[src/rtl/ata_pio_ctrl_if.sv]
// ata_pio_ctrl_if: 68k CPU-side bus bundle for the ATA PIO controller.
//   A[23:12]  CPU address (upper bits only)
//   RW_n      1 = read, 0 = write
//   AS_CPU_n  address strobe, asynchronous to C14M
//   DTACK_n   cycle-complete acknowledge back to the CPU
// master = CPU side, slave = controller side.
interface ata_pio_ctrl_if;
  logic [23:12] A;
  logic         RW_n;
  logic         AS_CPU_n;
  logic         DTACK_n;

  modport master (output A, output RW_n, output AS_CPU_n, input DTACK_n);
  modport slave  (input A, input RW_n, input AS_CPU_n, output DTACK_n);
endinterface

[src/rtl/ata_pio_ctrl.sv]
// ata_pio_ctrl: Zorro IDE/boot-ROM decoder with programmable PIO timing.
// Decodes 68k cycles in the autoconfig window (A[23:16] == BASE_IDE) and
// runs either a boot-ROM read or an IDE PIO strobe sequence
// (setup / strobe / IORDY wait / hold), then acknowledges with DTACK_n.
// Ports:
//   C14M, RESET        clock, synchronous active-high reset
//   bus                CPU bus (A, RW_n, AS_CPU_n in; DTACK_n out)
//   BASE_IDE           autoconfig base compared with A[23:16]
//   IDE_CONFIGURED_n   0 enables decode
//   IDE_IORDY          shared drive ready, asynchronous
//   ROM_OE_n           boot ROM output enable
//   IDE_IOR_n/IOW_n    IDE read/write strobes
//   IDE_CS_n           {chN CS1,CS0 ... ch0 CS1,CS0}
//   IDE_ACCESS         high while an IDE cycle is in progress
//   IDE_TIMEOUT        sticky IORDY-wait expiry flag
module ata_pio_ctrl #(
  parameter int NUM_CHANNELS  = 1,
  parameter int SETUP_CYC     = 1,
  parameter int STROBE_CYC    = 3,
  parameter int HOLD_CYC      = 1,
  parameter int ROM_CYC       = 2,
  parameter int IORDY_TIMEOUT = 255
) (
  input  logic                      C14M,
  input  logic                      RESET,
  ata_pio_ctrl_if.slave             bus,
  input  logic [7:0]                BASE_IDE,
  input  logic                      IDE_CONFIGURED_n,
  input  logic                      IDE_IORDY,
  output logic                      ROM_OE_n,
  output logic                      IDE_IOR_n,
  output logic                      IDE_IOW_n,
  output logic [2*NUM_CHANNELS-1:0] IDE_CS_n,
  output logic                      IDE_ACCESS,
  output logic                      IDE_TIMEOUT
);

  typedef enum logic [2:0] {
    S_IDLE, S_ROM, S_SETUP, S_STROBE, S_WAITRDY, S_HOLD, S_ACK
  } state_t;

  // One phase counter shared by ROM/SETUP/STROBE/HOLD, sized for the longest.
  localparam int M1   = (SETUP_CYC > STROBE_CYC) ? SETUP_CYC : STROBE_CYC;
  localparam int M2   = (HOLD_CYC > ROM_CYC) ? HOLD_CYC : ROM_CYC;
  localparam int PMAX = (M1 > M2) ? M1 : M2;
  localparam int CW   = (PMAX < 1) ? 1 : $clog2(PMAX + 1);
  localparam int WW   = (IORDY_TIMEOUT < 1) ? 1 : $clog2(IORDY_TIMEOUT + 1);

  localparam logic [CW-1:0] ROM_LAST    = CW'(ROM_CYC - 1);
  localparam logic [CW-1:0] SETUP_LAST  = CW'(SETUP_CYC - 1);
  localparam logic [CW-1:0] STROBE_LAST = CW'(STROBE_CYC - 1);
  localparam logic [CW-1:0] HOLD_LAST   = CW'(HOLD_CYC - 1);
  localparam logic [WW-1:0] WAIT_MAX    = WW'(IORDY_TIMEOUT);
  localparam state_t        EXIT_ST     = (HOLD_CYC == 0) ? S_ACK : S_HOLD;
  localparam state_t        IDE_FIRST   = (SETUP_CYC == 0) ? S_STROBE : S_SETUP;

  state_t          state_q, state_d;
  logic [CW-1:0]   cnt_q, cnt_d;
  logic [WW-1:0]   wcnt_q, wcnt_d;
  logic [1:0]      as_sync_q, rdy_sync_q;
  logic            rw_q, ch_q, ide_q, ide_en_n_q, to_q;
  logic [1:0]      cs_q;
  logic            as_s, rdy_s, hit, path_ide, lat, clr_en, set_to;

  assign as_s     = as_sync_q[1];
  assign rdy_s    = rdy_sync_q[1];
  assign hit      = !IDE_CONFIGURED_n && (bus.A[23:16] == BASE_IDE) && !as_s;
  // Writes always hit IDE; reads go to ROM until the first IDE write.
  assign path_ide = !bus.RW_n || !ide_en_n_q;

  always_comb begin
    state_d = state_q;
    cnt_d   = cnt_q + 1'b1;
    wcnt_d  = wcnt_q + 1'b1;
    lat     = 1'b0;
    clr_en  = 1'b0;
    set_to  = 1'b0;
    unique case (state_q)
      S_IDLE: if (hit) begin
        lat     = 1'b1;
        clr_en  = !bus.RW_n;
        state_d = path_ide ? IDE_FIRST : S_ROM;
      end
      S_ROM:    if (cnt_q == ROM_LAST)   state_d = S_ACK;
      S_SETUP:  if (cnt_q == SETUP_LAST) state_d = S_STROBE;
      S_STROBE: if (cnt_q == STROBE_LAST) begin
        if (rdy_s) state_d = EXIT_ST;
        else if (IORDY_TIMEOUT == 0) begin
          state_d = EXIT_ST;
          set_to  = 1'b1;
        end else state_d = S_WAITRDY;
      end
      // wcnt_d is the number of wait cycles completed including this one.
      S_WAITRDY: if (rdy_s) state_d = EXIT_ST;
        else if (wcnt_d == WAIT_MAX) begin
          state_d = EXIT_ST;
          set_to  = 1'b1;
        end
      S_HOLD:   if (cnt_q == HOLD_LAST) state_d = S_ACK;
      S_ACK:    if (as_s) state_d = S_IDLE;
      default:  state_d = S_IDLE;
    endcase
    // AS negation before ACK abandons the cycle silently.
    if (state_q != S_IDLE && state_q != S_ACK && as_s) begin
      state_d = S_IDLE;
      set_to  = 1'b0;
    end
    if (state_d != state_q) begin
      cnt_d  = '0;
      wcnt_d = '0;
    end
  end

  always_ff @(posedge C14M) begin
    if (RESET) begin
      state_q    <= S_IDLE;
      cnt_q      <= '0;
      wcnt_q     <= '0;
      as_sync_q  <= 2'b11;
      rdy_sync_q <= 2'b00;
      rw_q       <= 1'b1;
      ch_q       <= 1'b0;
      cs_q       <= 2'b11;
      ide_q      <= 1'b0;
      ide_en_n_q <= 1'b1;
      to_q       <= 1'b0;
    end else begin
      state_q    <= state_d;
      cnt_q      <= cnt_d;
      wcnt_q     <= wcnt_d;
      as_sync_q  <= {as_sync_q[0], bus.AS_CPU_n};
      rdy_sync_q <= {rdy_sync_q[0], IDE_IORDY};
      if (lat) begin
        rw_q  <= bus.RW_n;
        ch_q  <= (NUM_CHANNELS == 2) ? bus.A[14] : 1'b0;
        cs_q  <= {~bus.A[13], ~bus.A[12]};
        ide_q <= path_ide;
      end
      if (clr_en) ide_en_n_q <= 1'b0;
      if (set_to) to_q       <= 1'b1;
    end
  end

  // Outputs decode straight from the registered state, so IDLE is all-inactive.
  logic stb_on, cs_on;
  assign stb_on = ide_q && (state_q == S_STROBE || state_q == S_WAITRDY);
  assign cs_on  = ide_q && (state_q == S_SETUP || state_q == S_STROBE ||
                            state_q == S_WAITRDY || state_q == S_HOLD ||
                            state_q == S_ACK);

  assign ROM_OE_n    = !(!ide_q && (state_q == S_ROM || state_q == S_ACK));
  assign IDE_IOR_n   = !(stb_on && rw_q);
  assign IDE_IOW_n   = !(stb_on && !rw_q);
  assign IDE_ACCESS  = ide_q && (state_q != S_IDLE);
  assign IDE_TIMEOUT = to_q;
  assign bus.DTACK_n = !(state_q == S_ACK);

  always_comb begin
    IDE_CS_n = '1;
    for (int c = 0; c < NUM_CHANNELS; c++)
      if (cs_on && ch_q == c[0]) IDE_CS_n[2*c +: 2] = cs_q;
  end

endmodule

[src/flat_wrapper.sv]
// flat-port wrapper written by rule: the top's interface ports become plain ports
module ata_pio_ctrl_flat 
#(
  parameter int NUM_CHANNELS  = 1,
  parameter int SETUP_CYC     = 1,
  parameter int STROBE_CYC    = 3,
  parameter int HOLD_CYC      = 1,
  parameter int ROM_CYC       = 2,
  parameter int IORDY_TIMEOUT = 255
)
  (C14M, RESET, BASE_IDE, IDE_CONFIGURED_n, IDE_IORDY, ROM_OE_n, IDE_IOR_n, IDE_IOW_n, IDE_CS_n, IDE_ACCESS, IDE_TIMEOUT, bus_A, bus_RW_n, bus_AS_CPU_n, bus_DTACK_n);
  ata_pio_ctrl_if bus_i ();
  input  logic C14M;
  input  logic RESET;
  input  logic [7:0] BASE_IDE;
  input  logic IDE_CONFIGURED_n;
  input  logic IDE_IORDY;
  output logic ROM_OE_n;
  output logic IDE_IOR_n;
  output logic IDE_IOW_n;
  output logic [2*NUM_CHANNELS-1:0] IDE_CS_n;
  output logic IDE_ACCESS;
  output logic IDE_TIMEOUT;
  input wire logic [$bits(bus_i.A)-1:0] bus_A;
  input wire logic [$bits(bus_i.RW_n)-1:0] bus_RW_n;
  input wire logic [$bits(bus_i.AS_CPU_n)-1:0] bus_AS_CPU_n;
  output wire logic [$bits(bus_i.DTACK_n)-1:0] bus_DTACK_n;
  assign bus_i.A = bus_A;
  assign bus_i.RW_n = bus_RW_n;
  assign bus_i.AS_CPU_n = bus_AS_CPU_n;
  assign bus_DTACK_n = bus_i.DTACK_n;
  ata_pio_ctrl #(.NUM_CHANNELS(NUM_CHANNELS), .SETUP_CYC(SETUP_CYC), .STROBE_CYC(STROBE_CYC), .HOLD_CYC(HOLD_CYC), .ROM_CYC(ROM_CYC), .IORDY_TIMEOUT(IORDY_TIMEOUT)) u_core (.C14M(C14M), .RESET(RESET), .bus(bus_i), .BASE_IDE(BASE_IDE), .IDE_CONFIGURED_n(IDE_CONFIGURED_n), .IDE_IORDY(IDE_IORDY), .ROM_OE_n(ROM_OE_n), .IDE_IOR_n(IDE_IOR_n), .IDE_IOW_n(IDE_IOW_n), .IDE_CS_n(IDE_CS_n), .IDE_ACCESS(IDE_ACCESS), .IDE_TIMEOUT(IDE_TIMEOUT));
endmodule
[config.mk]
export PLATFORM = sky130hd
export DESIGN_NAME = ata_pio_ctrl_flat
export DESIGN_NICKNAME = d
export VERILOG_FILES = /design/src/rtl/ata_pio_ctrl_if.sv /design/src/rtl/ata_pio_ctrl.sv /design/src/flat_wrapper.sv
export SDC_FILE = /design/constraint.sdc
export NUM_CORES = 1
export LEC_CHECK = 0
export CAP_MARGIN = 30
export CORE_ASPECT_RATIO = 1.75
export CORE_UTILIZATION = 53
export CTS_BUF_LIST = sky130_fd_sc_hd__clkbuf_16
export DETAILED_ROUTE_END_ITERATION = 16
export GPL_ROUTABILITY_DRIVEN = 0
export PLACE_DENSITY = 0.85
export SLEW_MARGIN = 20
export SYNTH_ARGS = -nofsm -noshare
export SYNTH_HDL_FRONTEND = slang
export SYNTH_SLANG_ARGS = --single-unit
export TNS_END_PERCENT = 100
[constraint.sdc]
create_clock -name C14M -period 6 [get_ports C14M]
set_clock_uncertainty 0.1 [all_clocks]
set_input_delay 1.2 -clock C14M [delete_from_list [all_inputs] [get_ports C14M]]
set_output_delay 1.2 -clock C14M [all_outputs]
set_load 0.01 [all_outputs]
-- Word level (Yosys, flattened, before mapping)
Index checks and enable logic that the tools add are counted.
- flip-flop bits (word level): 23
- latch bits: 0
- memory bits (writable): 0
- ROM bits: 0
- input bits: 26
- logic and storage cells: 78
- memories kept: 0
- add/subtract/negate cells: 2
- multipliers: 0
- divide/modulo/power cells: 0
- $lt $le $gt $ge: 0
- equality and inequality tests: 12
- shift-type cells: 0
- muxes and demuxes: 21
- bitwise gates (word level): 2
- reduce and logical (&&, ||, !) cells: 31
- operators with widths (operator ; count):
    3-bit two-way mux ; 9
    3-bit one-hot mux with 7 select lines ; 1
    1-bit logical AND ; 10
    1-bit zero test ; 10
    3-bit == test (second input constant) ; 3
    1-bit two-way mux ; 9
    8-bit by 1-bit adder with 8-bit output (second input constant) ; 1
    8-bit == test ; 1
    8-bit == test (second input constant) ; 1
    1-bit logical OR ; 7
    3-bit by 2-bit == test with 1-bit output (second input constant) ; 2
    2-bit two-way mux ; 2
    3-bit by 1-bit == test with 1-bit output (second input constant) ; 1
    3-bit zero test ; 1
    3-bit != test ; 1
    3-bit != test (second input constant) ; 1
    3-bit nonzero test ; 1
    2-bit by 1-bit adder with 2-bit output (second input constant) ; 1
    2-bit by 1-bit == test with 1-bit output (second input constant) ; 1
    2-bit == test (second input constant) ; 1
    2-bit zero test ; 1
    1-bit inverter ; 2
    2-bit OR reduction ; 1

-- Longest topological paths before layout
- depth in word-level cells: 8
- depth in mapped cells: 8
- mapped depth without buffers: 8

-- Least setup slack after synthesis
Ideal clock, no wire load.
- path type: in2reg
- start point: input BASE_IDE[7]
- end point: register u_core.wcnt_q[2]
- library setup time: 0.135 ns
- arrival time: 2.606 ns
- data required time: 5.765 ns
- path slack: 3.159 ns
- cell stages on the path: 5
- path buffers: 0
- path through: xor2_1 -> or3_4 -> or4_1 -> a31oi_4 -> nor3_1
- cells in the longest elaborated chain, start to end: 8
- ends and longest elaborated chain (element ; line ; source):
    from (decl) ; flat_wrapper.sv:15 ; input logic [7:0] BASE_IDE;
    8-bit == test ; ata_pio_ctrl.sv:67 ; assign hit = !IDE_CONFIGURED_n && (bus.A[23:16] == BASE_IDE) && !as_s;
    1-bit logical AND (2 in a row) ; ata_pio_ctrl.sv:67 ;
    3-bit two-way mux ; ata_pio_ctrl.sv:79 ; S_IDLE: if (hit) begin
    3-bit one-hot mux with 7 select lines ; ata_pio_ctrl.sv:78 ; unique case (state_q)
    3-bit two-way mux ; ata_pio_ctrl.sv:104 ; if (state_q != S_IDLE && state_q != S_ACK && as_s) begin
    3-bit != test ; ata_pio_ctrl.sv:108 ; if (state_d != state_q) begin
    2-bit OR reduction (no line) ; n/a ;
    to (signal assigned) ; ata_pio_ctrl.sv:130 ; wcnt_q <= wcnt_d;
    to (decl) ; ata_pio_ctrl.sv:59 ; logic [WW-1:0] wcnt_q, wcnt_d;
Every way passes these cells.
A chain may end at the register's enable or synchronous reset.

-- Worst setup path in the final report
- start point: register u_core.state_q[1]
- end point: output IDE_IOR_n
- cells in the longest elaborated chain, start to end: 5
- elaborated cells on any way between the ends: 6
- classes of those cells: eq/ne: 2; reduce/logical: 4
- ends and longest elaborated chain (element ; line ; source):
    from (decl) ; ata_pio_ctrl.sv:57 ; state_t state_q, state_d;
    from (signal assigned) ; ata_pio_ctrl.sv:128 ; state_q <= state_d;
    3-bit by 2-bit == test with 1-bit output or 3-bit == test (tied branches) ; ata_pio_ctrl.sv:146 ; assign stb_on = ide_q && (state_q == S_STROBE || state_q == S_WAITRDY);
    1-bit logical OR (*) ; ata_pio_ctrl.sv:146 ;
    1-bit logical AND (*) ; ata_pio_ctrl.sv:146 ;
    1-bit logical AND (*) ; ata_pio_ctrl.sv:152 ; assign IDE_IOR_n = !(stb_on && rw_q);
    1-bit zero test (*) ; ata_pio_ctrl.sv:152 ;
    to (decl) ; flat_wrapper.sv:19 ; output logic IDE_IOR_n;
Every way passes the cells marked *; elsewhere a longest branch is shown, timed or not.

==> metrics.md <==
| Metric | Value |
|---|---|
| Final core utilization | 0.7199 |
| Total buffers and inverters traversed by the critical path | 2 |
| Sum of net half-perimeters after detailed placement | 2.568 mm |
| Status | completed |
| Max Freq | 0.2933 GHz |
| Sum Neg Setup Slack | 0 ns |
| Clock Path Buffers | 2 |
| Routed wire length per instance | 15.17 um |
| Core Rows | 24 |
| Insertion delay of the later-clocked pin in the worst-skew pair | 0.26 ns |
| CP startpoint kind | flip-flop |
| Shortest period the worst path allows | 3.410 ns |
| Antenna diodes | 0 |
| Maximum number of pins on one net before global-route repair | 21 |
| Clock tree root buffer cell | sky130_fd_sc_hd__clkbuf_16 |
| Arrival time worst endpoint | 2.11 ns |
| Number of maximum-capacitance constraint violations | 0 |
| Area of the mapped netlist | 0.001405 mm^2 |
| Initial Utilization | 0.5638 |
| Pwr per Cell Area | 192.9 mW/mm^2 |
| Cts-stage hold buffer count | 0 |
| Mean post-synth cell area | 8.673 um^2 |
| Proportion of register bits with asynchronous set or reset after synthesis | 0 |
| Iteration count of the initial detailed-routing pass | 5 |
| Post-synthesis instance total | 162 |
| Via count of the first global-routing pass | 1340 |
| Post-synth top cells | 23 x sky130_fd_sc_hd__dfxtp_1, 14 x sky130_fd_sc_hd__nand2_1, 11 x sky130_fd_sc_hd__nor3_1 |
| Area growth, synth to finish | 27.69% |
| Slowest stage cell on the critical path | sky130_fd_sc_hd__dfxtp_1 |
| Clock tree from TritonCTS | yes |
| Total power | 0.0003462 W |
| Worst Tran Pin Value | 0.5706 ns |
| Wire length of the first global-routing pass | 5.202 mm |
| Number of design-rule violations left by the first detailed-router iteration | 19 |
| DIE HEIGHT | 70.12 um |
| Type of the most critical hold path | reg -> reg |
| Fill count | 183 |
| Area contributors post-synth | sky130_fd_sc_hd__dfxtp_1 33%, sky130_fd_sc_hd__xnor2_1 5.0%, sky130_fd_sc_hd__ha_1 4.5% |
| Total global routing overflow | 0 |
| Clock edge transition at the registers on the reported setup and hold paths | 0.06 ns |
| Routed via count divided by cell count | 5.871 |
| Area share of the leading cell type in the synthesized netlist | 0.3277 |
| Final max-slew violation count | 0 |
| Worst endpoint required time | 4.70 ns |
| Tcrit/Tclk final | 0.5683 |
| Post-detailed-route DRC marker count | 0 |
| Global router's overall resource usage | 0.2570 |
| Yosys cell types | 47 |
| Count of buffers inserted at the top-level ports | 31 |
| Nets@finish | 223 |
| Final setup slack of the worst path | 2.590 ns |
| Setup repair after global routing missed its margin | no |
| Number of antenna violations at the first check in global routing | 0 |
| Sequential area share after synthesis | 0.3277 |
| Synthesized netlist net count | 193 |
| Standby leakage power | 0.6438 nW |
| Family with the most delay on the worst path | flip-flops |
| Flip-flop and latch count after synthesis | 23 |
| Post-Route WL | 3.292 mm |
| Final-report setup violation count | 0 |
| Core area | 0.002492 mm^2 |
| I/O Pins | 34 |
| Num CTS Buffers | 3 |
| Number of gates given a new drive strength after cts | 0 |
| Max IR drop VDD | 237.4 uV |
| Crit path largest cell delay | 0.66 ns |
| DIE AREA | 0.002869 mm^2 |
| Detailed-route via count | 1274 |
| Sink count of the clock tree | 23 |
| Cell type contributing the most total cell area after synthesis | sky130_fd_sc_hd__dfxtp_1 |
| Crit-path cells | inv_1 -> nor2_1 -> nand2_1 -> o21ai_0 -> nand3_1 -> clkdlybuf4s50_1 |
| Category of the most critical setup path | reg -> out |
| Sort of element at the end of the critical path | primary output |
| Final hold violation count | 0 |
| Warnings from Yosys | 0 |
| Worst-case hold slack | 0.3172 ns |
| Dominant synthesized flop cell | sky130_fd_sc_hd__dfxtp_1 |
| Remaining antenna violation count after routing | 0 |
| Most frequent cell after synthesis | sky130_fd_sc_hd__dfxtp_1 |
| Postcts setup bufs | 0 |
| Horizontal extent of the die | 40.92 um |
| EDFF count, synth | 0 |
| Layout cells sized above 1 | 0.08377 |
| Relative max-transition margin | 0.6121 |
| Critical path fanouts, max | 18 |
| Post-place setup slack | 2.444 ns |
| Number of levels the H-tree was split into | 1 |
## cells by family after synthesis
family,count (synthesis),share of synthesized area
AO/OA/AOI/OAI,32,0.1701
XOR/XNOR,15,0.09350
adder cells (fa/ha/maj),5,0.04452
buffers and inverters,11,0.03740
flip-flops,23,0.3277
multiplexers,2,0.01781
AND/OR/NAND/NOR,74,0.3090
## worst paths after layout
kind	from	end	slack (ns)	depth (start not counted)
worst min-delay path	u_core.as_sync_q[0]	u_core.as_sync_q[1]	0.32	1
worst max-delay path	u_core.state_q[1]	IDE_IOR_n	2.59	6
worst max register to register	u_core.state_q[0]	u_core.wcnt_q[5]	3.58	6
worst min register to register	u_core.as_sync_q[0]	u_core.as_sync_q[1]	0.32	1
## power by group
part	internal, W	switching, W
logic	0.0000244	0.0000153
registers	0.000157	0.00000463
clock network	0.0000897	0.0000550
total	0.000271	0.0000750
## state kept, by name (all words and copies together) (netlist names)
register and cells:
u_core.rdy_sync_q 2, u_core.state_q 3, u_core.rw_q 1, u_core.ide_q 1, u_core.IDE_TIMEOUT 1, u_core.cs_q 2, u_core.as_sync_q 2, u_core.cnt_q 2
u_core.ide_en_n_q 1, u_core.wcnt_q 8
## metrics by stage
step / std cells / cell area, um^2
6_report: 217 / 1794
5_1_grt: 217 / 1794
4_1_cts: 217 / 1794
3_5_place_dp: 213 / 1714
3_3_place_gp: 213 / 1714
2_1_floorplan: 162 / 1405
## worst reg2reg max path: stages (launching register included)
cell                      delay, ns
sky130_fd_sc_hd__dfxtp_1       0.49
sky130_fd_sc_hd__nor3_1        0.30
sky130_fd_sc_hd__nand4_1       0.20
sky130_fd_sc_hd__nor3_4        0.40
sky130_fd_sc_hd__a22oi_2       0.17
sky130_fd_sc_hd__mux2i_2       0.52
sky130_fd_sc_hd__nor3b_1       0.11
## placed cells by master (no fill, tap or decap), types with 3 or more instances in the layout
master                            count
sky130_fd_sc_hd__a211oi_1             3
sky130_fd_sc_hd__a21oi_1              3
sky130_fd_sc_hd__clkbuf_16            3
sky130_fd_sc_hd__clkdlybuf4s50_1     31
sky130_fd_sc_hd__dfxtp_1             23
sky130_fd_sc_hd__ha_1                 5
sky130_fd_sc_hd__inv_1                5
sky130_fd_sc_hd__nand2_1             14
sky130_fd_sc_hd__nand2b_1             7
sky130_fd_sc_hd__nand3_1              5
sky130_fd_sc_hd__nand3b_1             4
sky130_fd_sc_hd__nand4_1              3
sky130_fd_sc_hd__nor2_1               8
sky130_fd_sc_hd__nor2b_1              4
sky130_fd_sc_hd__nor3_1              11
sky130_fd_sc_hd__nor3b_1              3
sky130_fd_sc_hd__o21ai_0              9
sky130_fd_sc_hd__xnor2_1              8
sky130_fd_sc_hd__xor2_1               7
## routing by layer
metal / vias to the layer above / share of wire / wire length, um / GRT usage
met4: 0 / 0.020 / 65 / 0.1444
met5: - / 0 / 0 / 0
met3: 7 / 0.042 / 139 / 0.03175
met1: 596 / 0.34 / 1122 / 0.2254
met2: 34 / 0.60 / 1965 / 0.4774
li1: 637 / - / - / -
## cell type report
| cell class | count | area, um^2 | share of cell area |
|---|---|---|---|
| multi-input cells | 128 | 892.1 | 0.4972 |
| flip-flops and latches | 23 | 460.4 | 0.2566 |
| repair buffers | 31 | 310.3 | 0.1729 |
| clock buffers | 3 | 75.07 | 0.04184 |
| well taps | 26 | 32.53 | 0.01813 |
| inverters | 5 | 18.77 | 0.01046 |
| clock inverters | 1 | 5.005 | 0.002789 |
Power figures use the tool's default switching activity.
